--- src/rtl/spi_pkg.sv ---
// Shared definitions for the SPI masters: FSM state encoding, CPOL/CPHA constants
// and an elaboration-time parameter legality check.
package spi_pkg;

  typedef enum logic [2:0] {
    ST_IDLE,
    ST_SS_SETUP,
    ST_XFER_LEAD,
    ST_XFER_TRAIL,
    ST_SS_HOLD,
    ST_DONE
  } spi_state_e;

  localparam int CPOL_IDLE_LOW     = 0;
  localparam int CPOL_IDLE_HIGH    = 1;
  localparam int CPHA_SAMPLE_LEAD  = 0;
  localparam int CPHA_SAMPLE_TRAIL = 1;

  localparam int SPI_WID_MIN = 2;
  localparam int SPI_WID_MAX = 32;

  function automatic bit spi_params_legal(int wid, int wid_len, int timer_len,
                                          int half_wait, int ss_wait,
                                          int polarity, int phase);
    bit ok;
    ok = 1'b1;
    if (wid < SPI_WID_MIN || wid > SPI_WID_MAX) ok = 1'b0;
    if (wid_len < 1 || wid_len > 30 || (1 << wid_len) <= wid) ok = 1'b0;
    if (timer_len < 1 || timer_len > 30) ok = 1'b0;
    else begin
      if (half_wait < 0 || half_wait >= (1 << timer_len)) ok = 1'b0;
      if (ss_wait < 1 || ss_wait >= (1 << timer_len)) ok = 1'b0;
    end
    if (polarity != CPOL_IDLE_LOW && polarity != CPOL_IDLE_HIGH) ok = 1'b0;
    if (phase != CPHA_SAMPLE_LEAD && phase != CPHA_SAMPLE_TRAIL) ok = 1'b0;
    return ok;
  endfunction

endpackage

--- src/rtl/spi_half_period_timer.sv ---
// Loadable down-counter; a load of N produces a one-cycle tick N+1 cycles later.
module spi_half_period_timer #(
  parameter int TIMER_LEN = 3
) (
  input  logic                 clk_i,
  input  logic                 rst_i,
  input  logic                 load_i,
  input  logic [TIMER_LEN-1:0] load_val_i,
  output logic                 tick_o
);

  logic [TIMER_LEN-1:0] cnt_q;
  logic                 active_q;

  assign tick_o = active_q && (cnt_q == '0);

  always_ff @(posedge clk_i or posedge rst_i) begin
    if (rst_i) begin
      cnt_q    <= '0;
      active_q <= 1'b0;
    end else if (load_i) begin
      cnt_q    <= load_val_i;
      active_q <= 1'b1;
    end else if (active_q) begin
      if (cnt_q == '0) active_q <= 1'b0;
      else             cnt_q    <= cnt_q - TIMER_LEN'(1);
    end
  end

endmodule

--- src/rtl/spi_master_port.sv ---
// Fixed-mode SPI master driving one crossbar port with an arm/finished handshake.
// Build option SPI_MASTER_ABORT_EN: dropping arm mid-transfer aborts to IDLE.
module spi_master_port
  import spi_pkg::*;
#(
  parameter int WID             = 24,
  parameter int WID_LEN         = 5,
  parameter int CYCLE_HALF_WAIT = 1,
  parameter int TIMER_LEN       = 3,
  parameter int POLARITY        = 0,
  parameter int PHASE           = 0,
  parameter int SS_WAIT         = 1
) (
  input  logic           clk,
  input  logic           rst,
  input  logic           arm,
  output logic           ready_to_arm,
  output logic           finished,
  input  logic [WID-1:0] to_slave,
  output logic [WID-1:0] from_slave,
  output logic           mosi,
  input  logic           miso,
  output logic           sck_wire,
  output logic           ss_L
);

  // state       | meaning
  // IDLE        | ready_to_arm high, waiting for arm
  // SS_SETUP    | ss_L low, sck idle, SS_WAIT+1 cycles before first edge
  // XFER_LEAD   | sck at !POLARITY for one half-period
  // XFER_TRAIL  | sck at POLARITY for one half-period
  // SS_HOLD     | sck idle, SS_WAIT+1 cycles before ss_L release
  // DONE        | finished high until arm drops
  localparam logic SCK_IDLE    = (POLARITY != CPOL_IDLE_LOW);
  localparam bit   SAMPLE_LEAD = (PHASE == CPHA_SAMPLE_LEAD);

  if (!spi_params_legal(WID, WID_LEN, TIMER_LEN, CYCLE_HALF_WAIT, SS_WAIT,
                        POLARITY, PHASE)) begin : g_param_check
    $error("spi_master_port: illegal parameter combination");
  end

  spi_state_e           state_q;
  logic [WID-1:0]       tx_q, rx_q;
  logic [WID_LEN-1:0]   bit_cnt_q;
  logic                 sck_q, mosi_q, ss_l_q, finished_q, ready_q;

  logic                 tmr_load, tmr_tick;
  logic [TIMER_LEN-1:0] tmr_val;
  logic                 accept, abort, last_bit;
  logic                 lead_enter, trail_enter, hold_enter, sample_now, shift_now;
  logic [WID-1:0]       tx_shift_d, rx_shift_d;

  always_comb begin
    accept = (state_q == ST_IDLE) && arm;
`ifdef SPI_MASTER_ABORT_EN
    abort = !arm && (state_q inside {ST_SS_SETUP, ST_XFER_LEAD, ST_XFER_TRAIL});
`else
    abort = 1'b0;
`endif
    last_bit    = (bit_cnt_q == WID_LEN'(WID));
    lead_enter  = tmr_tick && !abort &&
                  ((state_q == ST_SS_SETUP) || (state_q == ST_XFER_TRAIL && !last_bit));
    trail_enter = tmr_tick && !abort && (state_q == ST_XFER_LEAD);
    hold_enter  = tmr_tick && !abort && (state_q == ST_XFER_TRAIL) && last_bit;
    sample_now  = SAMPLE_LEAD ? lead_enter  : trail_enter;
    shift_now   = SAMPLE_LEAD ? trail_enter : lead_enter;
    tmr_load    = accept || lead_enter || trail_enter || hold_enter;
    tmr_val     = (accept || hold_enter) ? TIMER_LEN'(SS_WAIT) : TIMER_LEN'(CYCLE_HALF_WAIT);
    tx_shift_d  = {tx_q[WID-2:0], 1'b0};
    rx_shift_d  = {rx_q[WID-2:0], miso};
  end

  spi_half_period_timer #(.TIMER_LEN(TIMER_LEN)) u_timer (
    .clk_i      (clk),
    .rst_i      (rst),
    .load_i     (tmr_load),
    .load_val_i (tmr_val),
    .tick_o     (tmr_tick)
  );

  always_ff @(posedge clk or posedge rst) begin
    if (rst) begin
      state_q    <= ST_IDLE;
      tx_q       <= '0;
      rx_q       <= '0;
      bit_cnt_q  <= '0;
      sck_q      <= SCK_IDLE;
      mosi_q     <= 1'b0;
      ss_l_q     <= 1'b1;
      finished_q <= 1'b0;
      ready_q    <= 1'b1;
    end else begin
      if (sample_now) begin
        rx_q      <= rx_shift_d;
        bit_cnt_q <= bit_cnt_q + WID_LEN'(1);
      end
      // CPHA=0 already has the current bit on mosi, so it advances to the next one
      if (shift_now) begin
        mosi_q <= SAMPLE_LEAD ? tx_shift_d[WID-1] : tx_q[WID-1];
        tx_q   <= tx_shift_d;
      end
      if (lead_enter) begin
        state_q <= ST_XFER_LEAD;
        sck_q   <= ~SCK_IDLE;
      end
      if (trail_enter) begin
        state_q <= ST_XFER_TRAIL;
        sck_q   <= SCK_IDLE;
      end
      if (hold_enter) state_q <= ST_SS_HOLD;

      case (state_q)
        ST_IDLE: if (arm) begin
          state_q   <= ST_SS_SETUP;
          tx_q      <= to_slave;
          rx_q      <= '0;
          bit_cnt_q <= '0;
          ss_l_q    <= 1'b0;
          ready_q   <= 1'b0;
          mosi_q    <= SAMPLE_LEAD ? to_slave[WID-1] : 1'b0;
        end
        ST_SS_HOLD: if (tmr_tick) begin
          state_q    <= ST_DONE;
          ss_l_q     <= 1'b1;
          mosi_q     <= 1'b0;
          finished_q <= 1'b1;
        end
        ST_DONE: if (!arm) begin
          state_q    <= ST_IDLE;
          finished_q <= 1'b0;
          ready_q    <= 1'b1;
        end
        default: ;
      endcase

      if (abort) begin
        state_q   <= ST_IDLE;
        sck_q     <= SCK_IDLE;
        ss_l_q    <= 1'b1;
        mosi_q    <= 1'b0;
        ready_q   <= 1'b1;
        rx_q      <= '0;
        bit_cnt_q <= '0;
      end
    end
  end

  assign ready_to_arm = ready_q;
  assign finished     = finished_q;
  assign from_slave   = rx_q;
  assign mosi         = mosi_q;
  assign sck_wire     = sck_q;
  assign ss_L         = ss_l_q;

endmodule
--- config.mk ---
export PLATFORM = sky130hd
export DESIGN_NAME = spi_master_port
export DESIGN_NICKNAME = d
export VERILOG_FILES = /design/src/rtl/spi_pkg.sv /design/src/rtl/spi_half_period_timer.sv /design/src/rtl/spi_master_port.sv
export SDC_FILE = /design/constraint.sdc
export NUM_CORES = 1
export LEC_CHECK = 0
export CORE_ASPECT_RATIO = 0.6
export CORE_UTILIZATION = 47
export DETAILED_ROUTE_END_ITERATION = 10
export PLACE_DENSITY = 0.76
export SLEW_MARGIN = 20
export SYNTH_ARGS = -nofsm -noshare
export SYNTH_HDL_FRONTEND = slang
export SYNTH_SLANG_ARGS = --single-unit
--- constraint.sdc ---
create_clock -name clk -period 1.8 [get_ports clk]
set_input_delay 0.27 -clock clk [delete_from_list [all_inputs] [get_ports clk]]
set_output_delay 0.27 -clock clk [all_outputs]
set_load 0.01 [all_outputs]
==> impl_metrics.ini <==
[setup_path]
worst_setup_path_start_kind = flop
cp_cell_sequence = or4b_2 > buf_4 > nand2_1 > mux2i_1
critical-path-max-stage-delay_ns = 0.69
worstPathArrival_ns = 1.91
rr_startpoint = state_q[1]
crit_type = flop to flop
endpoint_kind = flop
required_ns = 2.01
cpMaxStageDelayCell = or4b_2
cp_max_fo = 25
cp-startpoint = state_q[1]

[hold_path]
hp-class = input port to asynchronous set/reset pin

[grt]
grt_pass1_vias = 2350
grt_max_degree = 57
antenna_found_initial = 0
track_usage_pct = 21.1
overflow = 0
grt_pass1_wl_um = 11200

[power]
swShare_pct = 34.5
p_seq_share_pct = 42.8
power.switching_mw = 1.71
irDropWorstVdd_mv = 0.806
p_int_mw = 3.24
p_clk_share_pct = 21.0
combPwrFrac_pct = 36.3
power_density_nw_per_um2 = 1250
p_leak_nw = 1.81

[cts]
clk_latency_ns = 0.33
postCtsHoldBufs = 0
clkTransAtPathRegs_ns = 0.07
clock_tree.root_cell = clkbuf_8
numCtsBuffers = 9
clock_sinks = 64
clockBufferDepth = 2
cts_tree = built
cts.htree.levels = 3

[layout]
drive_gt1_share_pct = 16.4
area_growth_pct = 30.8
final_util_pct = 64.5
fillers = 503
nNetsFinal = 399
n_antenna_cell = 0

[sta]
clock_skew_ns = 0.00624
final.period_utilization_pct = 94.3
slew_headroom_pct = 79.3
maxSlewViolCount = 0
hold_violations = 0
period_needed_ns = 1.70
max_freq_ghz = 0.589
worst_slack_ns = 0.103
finalSetupViolCount = 0
worstMarginPinSlew_ns = 0.310
rsz0062_at_grt = true

[logic_synthesis]
yosys_warnings = 0
ys_seq_elements = 64
yosys.cell_types.count = 42
synth_ff_type = dfrtp_1
synth-edff-count = 0
syn_inst = 301
syn_area_per_cell_um2 = 10.1
synthArstFlopShare_pct = 100
synth_area_um2 = 3040
seq_area_frac_synth_pct = 52.7
syn_nets = 333

[floorplanning]
num_rows = 22
start_util_pct = 49.3
chipHeight_um = 64.3
die-area_um2 = 6810
die_w_um = 106
fp.coreArea_um2 = 6170
ios = 57

[routing]
ant_nets = 0
wl_per_cell_um = 14.3
drt_pass1_iterations = 4
routed_wirelength_um = 6510
drc = 0
drt_iter0_markers = 84
vias = 2386
viasPerCell = 5.23

[placement]
gp_congestion = 0.786
dpl_worst_slack_ns = -0.166
hpwlAfterDp_um = 4510
port_buffers = 56

[run_status]
status = complete, no violations

[job]
drv_cap = 0
==> final timing paths <==
path / end / slack [ns] / depth (start not counted)
max in group asynchronous: ready_to_arm / 1.00 / 3
hold reg to reg: tx_q[4] / 0.52 / 2
setup / recovery: from_slave[16] / 0.10 / 4
min in group clk: tx_q[6] / 0.51 / 3
hold / removal: from_slave[4] / 0.23 / 2
setup reg to reg: from_slave[16] / 0.10 / 4
==> timing repair <==
action | 4_1_cts | 5_1_grt
setup endpoints to repair | 14 | 44
pin swaps | 0 | 1
resized for setup | 2 | 12
endpoints found under the hold margin | 0 | 0
setup buffers | 0 | 1
==> power groups by stage <==
stage / Combinational (mW) / Sequential [mW] / Clock (mW)
after floorplan: 1.18 / 2.13 / 0
after global placement: 1.70 / 2.13 / 0
after detailed placement: 1.74 / 2.13 / 0
after CTS: 1.76 / 2.12 / 1.07
after global routing: 2.03 / 2.16 / 1.13
final: 1.80 / 2.12 / 1.04
==> logic make-up (layout without fill, tap and decap cells) <==
| logic type | Yosys count | after routing | share of synthesized area [%] |
|---|---|---|---|
| fa+ha+maj | 4 | 4 | 1.65 |
| compound gates | 50 | 50 | 11.6 |
| flops | 64 | 64 | 52.7 |
| mux | 27 | 27 | 8.97 |
| buf+inv | 31 | 102 | 5.18 |
| simple gates | 124 | 124 | 19.6 |
| xor+xnor | 1 | 1 | 0.288 |
==> worst max-delay path: cells and delay by family (launching register included) <==
| family | cells | cell delay [ns] |
|---|---|---|
| DFF | 1 | 0.40 |
| and+or+nand+nor | 2 | 0.82 |
| muxes | 1 | 0.08 |
| buffers and inverters | 1 | 0.26 |
==> cell type report <==
| class | instances | area, µm² | share of cell area, % |
|---|---|---|---|
| flip-flops and latches | 64 | 1600 | 40.3 |
| multi-input cells | 206 | 1300 | 32.8 |
| repair buffers | 76 | 758 | 19.1 |
| clock buffers | 12 | 145 | 3.65 |
| well taps | 84 | 105 | 2.64 |
| inverters | 10 | 41.3 | 1.04 |
| clock inverters | 4 | 20.0 | 0.503 |
==> cell usage in the layout (no fill, tap or decap), types with 2 or more instances in the layout <==
master            n
a211oi_1          2
a21oi_1           4
a31o_2            2
a31oi_1           2
buf_12            2
buf_4            13
buf_6             4
clkbuf_1          2
clkbuf_8         10
clkdlybuf4s50_1  56
clkinv_2          4
dfrtp_1          62
dfstp_2           2
ha_1              3
inv_1             9
mux2_2            2
mux2i_1          25
nand2_1          63
nand2_2          10
nand2b_1          3
nand3_1          24
nand4_1           2
nor2_1            8
nor2b_1           2
o211ai_1         22
o21ai_0           6
o21bai_1          2
==> state kept, by name (all words and copies together), names as in the netlist <==
name	count
ready_to_arm	1
from_slave	24
ss_L	1
bit_cnt_q	5
u_timer.cnt_q	3
sck_wire	1
state_q	3
finished	1
tx_q	23
u_timer.active_q	1
mosi	1
==> through the flow <==
stage,instance area (µm²),hold slack (ns),power (mW),instances,setup TNS (ns)
6_report,3980,0.228,4.96,456,0
3_3_place_gp,3760,0.499,3.83,439,-5.27
3_5_place_dp,3760,0.503,3.88,439,-5.76
2_1_floorplan,3050,0.387,3.31,301,0
5_1_grt,3980,0.248,5.32,456,-0.208
4_1_cts,3930,0.225,4.95,455,0
==> synth_stat cells, types with 5 or more instances <==
cell type	count	area, µm²
o21ai_0	7	35.0
a21oi_1	5	25.0
clkbuf_1	8	30.0
nor2_1	9	33.8
mux2i_1	25	250
nand3_1	24	120
nand2_2	10	62.6
inv_1	10	37.5
dfrtp_1	62	1550
buf_2	9	45.0
nand2_1	63	236
o211ai_1	22	165
==> routing by layer <==
metal	vias to the layer above	wire [µm]	GRT usage [%]
li1	1183	-	-
met1	1128	3120	29.6
met2	69	2810	31.1
met3	6	525	7.76
met4	0	44	4.69
met5	-	0	0
Note: power is estimated with default switching activity, not from simulation.
